**config.mk**
```make
export PLATFORM = sky130hd
export DESIGN_NAME = msg_schedule
export DESIGN_NICKNAME = d
export VERILOG_FILES = /design/src/rtl/msg_schedule_pkg.sv /design/src/rtl/msg_schedule_small_sigma.sv /design/src/rtl/msg_schedule.sv
export SDC_FILE = /design/constraint.sdc
export NUM_CORES = 1
export LEC_CHECK = 0
export ABC_AREA = 1
export CORE_MARGIN = 2
export CORE_UTILIZATION = 58
export CTS_BUF_LIST = sky130_fd_sc_hd__clkbuf_4 sky130_fd_sc_hd__clkbuf_8
export DETAILED_ROUTE_END_ITERATION = 8
export MAX_ROUTING_LAYER = met4
export PLACE_DENSITY_LB_ADDON = 0.12
export SLEW_MARGIN = 30
export SYNTH_ARGS = -nofsm -noshare
export SYNTH_HDL_FRONTEND = slang
export SYNTH_SLANG_ARGS = --single-unit
```
**constraint.sdc**
```tcl
create_clock -name axi_aclk -period 31.5 [get_ports axi_aclk]
set_input_delay 9.45 -clock axi_aclk [delete_from_list [all_inputs] [get_ports axi_aclk]]
set_output_delay 9.45 -clock axi_aclk [all_outputs]
set_load 0.02 [all_outputs]
```
**src/rtl/msg_schedule_pkg.sv**
```systemverilog
// ----------------------------------------------------------------------------
// msg_schedule_pkg
// Shared SHA-2 schedule constants, types and helpers.
//   - Round counts and window depth, also used by the hash compute unit's
//     round counter.
//   - Small-sigma rotate/shift amounts for the 32-bit and 64-bit modes.
//   - Mode-selectable modulo adder (2^32 or 2^64).
// Optional feature macro: MSG_SCHEDULE_SHA512_EN. When it is defined the
// schedule datapath is 64 bits wide; otherwise it is 32 bits wide.
// ----------------------------------------------------------------------------
package msg_schedule_pkg;

    localparam int ROUNDS_256   = 64;
    localparam int ROUNDS_512   = 80;
    localparam int SCHED_WINDOW = 16;

    // sigma0 / sigma1, SHA-224/256
    localparam int SIG0_32_ROT_A = 7;
    localparam int SIG0_32_ROT_B = 18;
    localparam int SIG0_32_SHR   = 3;
    localparam int SIG1_32_ROT_A = 17;
    localparam int SIG1_32_ROT_B = 19;
    localparam int SIG1_32_SHR   = 10;

    // sigma0 / sigma1, SHA-384/512
    localparam int SIG0_64_ROT_A = 1;
    localparam int SIG0_64_ROT_B = 8;
    localparam int SIG0_64_SHR   = 7;
    localparam int SIG1_64_ROT_A = 19;
    localparam int SIG1_64_ROT_B = 61;
    localparam int SIG1_64_SHR   = 6;

`ifdef MSG_SCHEDULE_SHA512_EN
    localparam int SCHED_WORD_W = 64;
`else
    localparam int SCHED_WORD_W = 32;
`endif

    typedef enum logic {
        ST_LOAD,
        ST_EXPAND
    } sched_state_t;

    typedef enum logic {
        SIGMA0,
        SIGMA1
    } sigma_sel_t;

    function automatic logic [31:0] rotr32(input logic [31:0] x, input int unsigned n);
        return (x >> n) | (x << (32 - n));
    endfunction

    function automatic logic [63:0] rotr64(input logic [63:0] x, input int unsigned n);
        return (x >> n) | (x << (64 - n));
    endfunction

    // In 32-bit mode the carry out of bit 31 is discarded and the upper half
    // of the result is forced to zero.
    function automatic logic [63:0] mode_add(input logic [63:0] a,
                                             input logic [63:0] b,
                                             input logic        mode64);
        logic [31:0] lo;
        lo = a[31:0] + b[31:0];
        return mode64 ? (a + b) : {32'd0, lo};
    endfunction

endpackage

```
**src/rtl/msg_schedule_small_sigma.sv**
```systemverilog
// ----------------------------------------------------------------------------
// small_sigma
// Combinational SHA-2 small sigma (sigma0 or sigma1) for 32- or 64-bit words.
// Ports:
//   mode64 in  1       1 = SHA-384/512 sigma, 0 = SHA-224/256 sigma
//   sel    in  1       SIGMA0 or SIGMA1
//   x      in  WORD_W  operand (32-bit mode uses x[31:0])
//   y      out WORD_W  result (upper half 0 in 32-bit mode)
// With WORD_W = 32 (MSG_SCHEDULE_SHA512_EN undefined) only the 32-bit
// functions are built and mode64 has no effect.
// ----------------------------------------------------------------------------
module small_sigma
    import msg_schedule_pkg::*;
#(
    parameter int WORD_W = SCHED_WORD_W
)(
    input  logic              mode64,
    input  sigma_sel_t        sel,
    input  logic [WORD_W-1:0] x,
    output logic [WORD_W-1:0] y
);

    logic [31:0] y32;

    always_comb begin
        if (sel == SIGMA0) begin
            y32 = rotr32(x[31:0], SIG0_32_ROT_A) ^ rotr32(x[31:0], SIG0_32_ROT_B)
                ^ (x[31:0] >> SIG0_32_SHR);
        end else begin
            y32 = rotr32(x[31:0], SIG1_32_ROT_A) ^ rotr32(x[31:0], SIG1_32_ROT_B)
                ^ (x[31:0] >> SIG1_32_SHR);
        end
    end

    generate
        if (WORD_W == 64) begin : g_w64
            logic [63:0] y64;

            always_comb begin
                if (sel == SIGMA0) begin
                    y64 = rotr64(x, SIG0_64_ROT_A) ^ rotr64(x, SIG0_64_ROT_B)
                        ^ (x >> SIG0_64_SHR);
                end else begin
                    y64 = rotr64(x, SIG1_64_ROT_A) ^ rotr64(x, SIG1_64_ROT_B)
                        ^ (x >> SIG1_64_SHR);
                end
            end

            assign y = mode64 ? y64 : {32'd0, y32};
        end else begin : g_w32
            logic unused_mode64;
            assign unused_mode64 = mode64;
            assign y = y32;
        end
    endgenerate

endmodule

```
**src/rtl/msg_schedule.sv**
```systemverilog
// ----------------------------------------------------------------------------
// msg_schedule
// SHA-2 message-schedule generator. Takes 16 block words per block on the
// slave stream and emits W_0..W_{N-1} on the master stream (N = 64 for
// SHA-224/256, N = 80 for SHA-384/512). W_0..W_15 pass straight through;
// W_16.. are expanded from a 16-word sliding window.
// Ports:
//   axi_aclk       in  1      clock
//   reset          in  1      synchronous, active-high
//   sha_type       in  2      msb selects 64-bit / 80-round mode
//   s_axis_tdata   in  S_W    block word M_j
//   s_axis_tvalid  in  1      block word valid
//   s_axis_tready  out 1      block word accepted
//   s_axis_tlast   in  1      word 15 of the final block
//   m_axis_tdata   out M_W    W_t (upper 32 bits 0 in 32-bit mode)
//   m_axis_tvalid  out 1      W_t valid
//   m_axis_tready  in  1      downstream accepts W_t
//   m_axis_tlast   out 1      W_{N-1}
//   m_axis_tuser   out 1      final-block flag, meaningful from t = 15
// Optional feature macro: MSG_SCHEDULE_SHA512_EN (adds 64-bit/80-round mode).
// Without it the datapath is 32 bits, sha_type[1] is ignored and N = 64.
// ----------------------------------------------------------------------------
module msg_schedule
    import msg_schedule_pkg::*;
#(
    parameter int S_AXIS_DATA_WIDTH = 64,
    parameter int M_AXIS_DATA_WIDTH = 64
)(
    input  logic                         axi_aclk,
    input  logic                         reset,
    input  logic [1:0]                   sha_type,
    input  logic [S_AXIS_DATA_WIDTH-1:0] s_axis_tdata,
    input  logic                         s_axis_tvalid,
    output logic                         s_axis_tready,
    input  logic                         s_axis_tlast,
    output logic [M_AXIS_DATA_WIDTH-1:0] m_axis_tdata,
    output logic                         m_axis_tvalid,
    input  logic                         m_axis_tready,
    output logic                         m_axis_tlast,
    output logic                         m_axis_tuser
);

    localparam int W = SCHED_WORD_W;

    sched_state_t state;
    logic [6:0]   t;
    logic [6:0]   t_last;
    logic         mode64;
    logic         cur_mode;
    logic         last_blk;
    logic         load;
    logic         hs;
    logic [W-1:0] win [SCHED_WINDOW];
    logic [W-1:0] sig0;
    logic [W-1:0] sig1;
    logic [63:0]  in_word;
    logic [63:0]  exp_sum;
    logic [63:0]  out_word;
    logic         unused_inputs;

    // sha_type[0] only distinguishes truncated variants, which the schedule
    // does not care about; upper input bits are unused in the 32-bit build.
    assign unused_inputs = ^{sha_type, s_axis_tdata};

    assign load = (state == ST_LOAD);

`ifdef MSG_SCHEDULE_SHA512_EN
    // Word 0 is presented before the mode is latched, so its masking follows
    // the live sha_type; every later beat uses the latched mode.
    assign cur_mode = (load && t == 7'd0) ? sha_type[1] : mode64;
`else
    assign cur_mode = 1'b0;
    assign mode64   = 1'b0;
`endif

    assign t_last = mode64 ? 7'(ROUNDS_512 - 1) : 7'(ROUNDS_256 - 1);

    small_sigma #(.WORD_W(W)) u_sigma0 (
        .mode64 (mode64),
        .sel    (SIGMA0),
        .x      (win[1]),
        .y      (sig0)
    );

    small_sigma #(.WORD_W(W)) u_sigma1 (
        .mode64 (mode64),
        .sel    (SIGMA1),
        .x      (win[14]),
        .y      (sig1)
    );

    always_comb begin
        in_word = 64'(s_axis_tdata[W-1:0]);
        if (!cur_mode) begin
            in_word[63:32] = 32'd0;
        end
        exp_sum  = mode_add(mode_add(64'(sig1), 64'(win[9]), mode64),
                            mode_add(64'(sig0), 64'(win[0]), mode64),
                            mode64);
        out_word = load ? in_word : exp_sum;
    end

    // Handshake outputs are gated by reset so nothing moves while it is high.
    assign s_axis_tready = !reset && load && m_axis_tready;
    assign m_axis_tvalid = !reset && (load ? s_axis_tvalid : 1'b1);
    assign m_axis_tlast  = !reset && !load && (t == t_last);
    assign m_axis_tuser  = !reset && (load ? ((t == 7'(SCHED_WINDOW - 1)) && s_axis_tlast)
                                           : last_blk);
    assign m_axis_tdata  = reset ? '0 : M_AXIS_DATA_WIDTH'(out_word);

    assign hs = m_axis_tvalid && m_axis_tready;

    always_ff @(posedge axi_aclk) begin
        if (reset) begin
            state    <= ST_LOAD;
            t        <= '0;
            last_blk <= 1'b0;
`ifdef MSG_SCHEDULE_SHA512_EN
            mode64   <= 1'b0;
`endif
        end else if (hs) begin
            if (load) begin
`ifdef MSG_SCHEDULE_SHA512_EN
                if (t == 7'd0) begin
                    mode64 <= sha_type[1];
                end
`endif
                if (t == 7'(SCHED_WINDOW - 1)) begin
                    last_blk <= s_axis_tlast;
                    state    <= ST_EXPAND;
                end
                t <= t + 7'd1;
            end else if (t == t_last) begin
                state <= ST_LOAD;
                t     <= '0;
            end else begin
                t <= t + 7'd1;
            end
        end
    end

    // Window holds W_{t-16}..W_{t-1}; contents after reset are irrelevant
    // because the next block refills all 16 entries before expanding.
    always_ff @(posedge axi_aclk) begin
        if (hs) begin
            for (int i = 0; i < SCHED_WINDOW - 1; i++) begin
                win[i] <= win[i+1];
            end
            win[SCHED_WINDOW-1] <= out_word[W-1:0];
        end
    end

endmodule
```
# Word level (Yosys, flattened, before mapping)
# Memory sizes are Yosys's and may differ from the RTL's.
# Cells that the tools add are included.
[word_totals]
ff_bits = 9
latch_bits = 0
ramBits = 512
mem_bits_ro = 0
inputBits = 71
word_cells = 40
mem_count = 1
[mem_list]
columns = ["name", "depth", "width", "read_ports", "rd_ports_with_merged_regs", "write_ports", "line_no", "rtl"]
rows = [
  ["win", 16, 32, 16, 0, 16, "msg_schedule.sv:53", "logic [W-1:0] win [SCHED_WINDOW];"],
]
[classes]
addsub = 4
n_mul = 0
div_mod_pow = 0
magnitude_cmp = 0
eq_ne = 2
shifts = 0
muxes = 11
bitwise_logic = 9
n_reduce_logical = 10
[ops]
columns = ["operator", "count"]
rows = [
  ["adder 32 bit", 3],
  ["two-way mux 32 bit", 2],
  ["bitwise XOR 32 bit", 2],
  ["OR 13 x 32 -> 32 bit", 1],
  ["OR 14 x 32 -> 32 bit", 1],
  ["OR 15 x 32 -> 32 bit", 1],
  ["OR 25 x 32 -> 32 bit", 1],
  ["bitwise XOR 32 x 22 -> 32 bit", 1],
  ["bitwise XOR 32 x 29 -> 32 bit", 1],
  ["two-way mux 7 bit", 2],
  ["logical AND 1 bit", 8],
  ["adder 7 x 1 -> 7 bit, second input constant", 1],
  ["== test 7 x 4 -> 1 bit, second input constant", 1],
  ["== test 7 x 6 -> 1 bit, second input constant", 1],
  ["two-way mux 1 bit", 7],
  ["AND reduction 3 bit", 1],
  ["zero test 1 bit", 1],
  ["inverter 1 bit", 1],
]

# Depth between registers and ports, before layout
# An unclocked memory read counts as a cell.
[depth]
word_depth = 8
mapped_depth = 21

# Cells and area by module
# Synthesis repeated with hierarchy kept, for this count alone.
[hier_totals]
hier_cells = 2379
hier_area_um2 = 25046.5
[modules_own_cells]
columns = ["module", "instances", "cells_per_inst", "area_per_inst_um2", "seq_area_each_um2"]
rows = [
  ["msg_schedule", 1, 1472, 20940.1, 15554.9],
  ["small_sigma (u_sigma1)", 1, 454, 2062.0, 0.0],
  ["small_sigma (u_sigma0)", 1, 453, 2044.5, 0.0],
]

# Worst setup path before layout
# Ideal clock, no wire load.
[synth_path]
path_type = "input to register"
from = "in reset"
to = "reg t[0]"
setup_ns = 0.104
arrival_time_ns = 21.284
required_time_ns = 31.396
path_slack_ns = 10.112
stages = 8
n_path_buf = 1
path_cell_list = "buf_2 -> inv_2 -> nand2_1 -> nand2_1 -> nand2_2 -> inv_1 -> o21ai_0 -> a21oi_1"
[synth_via]
elab_chain_cells = 3
[synth_rtl]
columns = ["element", "line_no", "rtl"]
rows = [
  ["start, declared", "msg_schedule.sv:30", "input logic reset,"],
  ["zero test 1 bit", "msg_schedule.sv:105", "assign m_axis_tvalid = !reset && (load ? s_axis_tvalid : 1'b1);"],
  ["logical AND 1 bit", "msg_schedule.sv:105", ""],
  ["net m_axis_tvalid", "msg_schedule.sv:37", "output logic m_axis_tvalid,"],
  ["logical AND 1 bit", "msg_schedule.sv:111", "assign hs = m_axis_tvalid && m_axis_tready;"],
  ["net hs", "msg_schedule.sv:52", "logic hs;"],
  ["end signal, assigned", "msg_schedule.sv:132", "t <= t + 7'd1;"],
  ["end signal, assigned", "msg_schedule.sv:137", "t <= t + 7'd1;"],
  ["end, declared", "msg_schedule.sv:46", "logic [6:0] t;"],
]
# The timed path passes the listed nets, and every way through them passes these cells.
# A chain may end at the register's enable or synchronous reset.

# Worst setup path in the final report
[layout_path]
from = "in reset"
to = "out m_axis_tvalid"
[layout_via]
elab_chain_cells = 2
[layout_rtl]
columns = ["element", "line_no"]
rows = [
  ["zero test 1 bit", "msg_schedule.sv:105"],
  ["logical AND 1 bit", "msg_schedule.sv:105"],
  ["end, declared", "msg_schedule.sv:37"],
]
# No other way between the ends.

==> metrics.txt <==
leakage power 0.00973 uW; CTS resizes 0; CTS tree yes; Worst slew margin 47.8%; crit end category output port; Final Hold Fails 0; period utilisation layout 65.5%; core area 37,400 sq um; Synth area leader edfxtp_1; Final min period 20.65 ns; worst vdd ir 0.0420 mV; register area share after synthesis 71.2%; average wire per standard cell 19.2 um; Reg2Reg Depth 21; Routed WL 44,200 um; Setup Total Neg Slack 0 ns; IO Count 139; CTS Sinks 521; Clk Latency, worst-skew pair 0.64 ns; largest net degree at the start of global routing 105; Vias 11,200; Worst Tran Pin Value 0.784 ns; gpl congestion 0.903; Cells after Synth 1,579; Comb power frac 14.0%; ratio of cells with drive above 1 in the final layout 8.72%; post-route cell area 24,700 sq um; share of the synthesized area in the top cell type 70.3%; Reg power frac 50.4%; min-delay worst type reg -> reg; DP Area 23,100 sq um; unrepaired setup endpoints after global routing no; routed vias/inst 4.89; Pint 1160 uW; Final Setup Violations 0; Post-DRT Antenna Nets 0; Layout Skew 0.0257 ns; critical path fanouts, max 37; FP Rows 71; drt initial violations 850; hold depth 0; Worst EP arrival 11.20 ns; Hold Path Origin win[0][249]; Pwr Density 63.1 nW/um^2; Startpoint Class primary input; beginning of the critical path reset; DRT Pass-1 Iters 5; syn avg cell area 13.8 sq um; Die Height 198 um; Reg2Reg Setup Slack 26.93 ns; YS warnings 0; # Post-CTS Setup Buffers 0; Final Max Tran Viols 0; FF-to-FF Start win[1][210]; n_diodes 0; Unique masters post-synth 36; total CTS buffers 82; P_sw 404 uW; initial antenna violation count 0; fmax 0.0484 GHz; Root Driver clkbuf_8; DPL Wire Length 31,300 um; top cells by area, synth edfxtp_1 (70%), fa_1 (5.7%), inv_1 (5.0%); critical path class in -> out; CTS max path bufs 3; status complete, no violations; Die Wd 198 um; global-route wire length before repair 65,000 um; Mapped Area 21,900 sq um; Hold EP win[0][217]; H-tree lvl count 3; flops & latches, synth 521; GRT overflow 0; clock slew at reported path FFs 0.06 ns; Final #Nets 1,895; clock power share 35.5%; Area growth syn-to-layout 13.1%; max-cap viol count 0; RR Endpoint win[1][249]; Residual DRC 0; Initial Utilization 58.4%; die area 39,300 sq um; global-route usage over all layers 24.1%; Critical Path RT 22.05 ns; CTS hold repair buffers 0; vias in the first global route 10,900; switch share 25.9%; port bufs 72
## cell usage in the layout, fill, tap and decap left out, types with 3 or more instances in the layout
cell type	instances
xnor2_1	83
nand3_1	49
nor3_1	7
xor2_1	51
nand2_1	290
clkdlybuf4s50_1	72
edfxtp_1	512
inv_1	292
clkbuf_8	83
clkinv_1	18
nand4_1	3
nand2_2	4
ha_1	32
clkinv_2	5
conb_1	32
bufinv_16	3
buf_6	5
or2_2	11
clkbuf_4	31
o21ai_0	13
nor2_1	59
dfxtp_1	9
and2_1	3
fa_1	62
a21oi_1	37
## how the worst max path moves through the flow
| stage | endpoint | depth (start not counted) |
|---|---|---|
| 4_1_cts | m_axis_tvalid | 6 |
| 3_3_place_gp | m_axis_tvalid | 6 |
| 6_report | m_axis_tvalid | 6 |
| 5_1_grt | m_axis_tvalid | 6 |
| 2_1_floorplan | t[0] | 8 |
| 3_5_place_dp | m_axis_tvalid | 6 |
## flip-flops by register name (all words and copies together), names as in the netlist
| register | count |
|---|---|
| win | 512 |
| last_blk | 1 |
| state | 1 |
| t | 7 |
## critical path, stage by stage
cell,delay [ns]
clkdlybuf4s50_1,0.45
buf_4,0.35
inv_2,0.14
nand2_1,0.13
nand2_1,0.10
clkdlybuf4s50_1,0.55
## metal layers
| layer | share of wire, % | global-route usage [%] | routed length [um] | up-vias |
|---|---|---|---|---|
| met2 | 45 | 34.8 | 19700 | 336 |
| met4 | 2.0 | 6.82 | 871 | 0 |
| met1 | 48 | 35.5 | 21200 | 5421 |
| met3 | 5.4 | 4.48 | 2400 | 56 |
| met5 | 0 | - | 0 | - |
| li1 | - | - | - | 5431 |
## synth_stat cells
cell        n
and2_1      3
nor4_1      1
nor2_4      1
buf_4      33
nand3_1    49
inv_1     293
o21ai_0    13
o21ai_1     1
inv_2       1
nand2_2     4
nand3b_1    2
nor3b_1     1
a21o_1      1
nor2_1     59
fa_1       62
dfxtp_1     9
o32ai_1     1
nor3_1      7
or2_2      11
conb_1      1
clkbuf_1    6
xor2_1     51
o21bai_1    2
edfxtp_1  512
nor3_2      2
nor2_2      1
nand4_1     3
clkinv_1    1
buf_1       2
a21oi_1    37
ha_1       32
nand2_1   290
xnor2_1    83
nand2b_1    1
buf_2       2
nand3_2     1
## cell type report
| type | instances | area [sq um] |
|---|---|---|
| tap | 511 | 639 |
| timing repair buffer | 79 | 792 |
| clock buffer | 114 | 1380 |
| fill | 2753 | 12700 |
| inverter | 295 | 1110 |
| clock inverter | 30 | 230 |
| sequential | 521 | 15600 |
| multi-input combinational | 751 | 5030 |
## per-stage QoR
step / instances / setup WS [ns] / power (uW) / hold slack, ns / utilization (%)
final: 2301 / 10.85 / 1560 / 0.407 / 66.1
after global routing: 2301 / 10.76 / 1640 / 0.414 / 66.1
after CTS: 2301 / 10.85 / 1580 / 0.404 / 66.1
after detailed placement: 2157 / 10.86 / 1020 / 0.405 / 61.8
after global placement: 2157 / 10.88 / 1020 / 0.400 / 61.8
after floorplan: 1610 / 10.11 / 960 / 0.400 / -
## power groups by stage
stage          Combinational, uW  Clock, uW  Sequential (uW)
5_1_grt                      249        599              788
3_5_place_dp                 217          0              802
2_1_floorplan                155          0              806
3_3_place_gp                 216          0              801
6_report                     219        555              787
4_1_cts                      219        572              788
## cell families (layout without fill, tap and decap cells)
kind of cell | after synthesis | after routing | synth area share, %
AND/OR/NAND/NOR | 436 | 436 | 8.25
other | 1 | 32 | 0.0172
AO/OA/AOI/OAI | 55 | 55 | 1.31
buffers and inverters | 338 | 518 | 6.38
XOR/XNOR | 134 | 134 | 5.37
adder cells (fa/ha/maj) | 94 | 94 | 7.51
flip-flops | 521 | 521 | 71.2
Power figures use the tool's default switching activity.
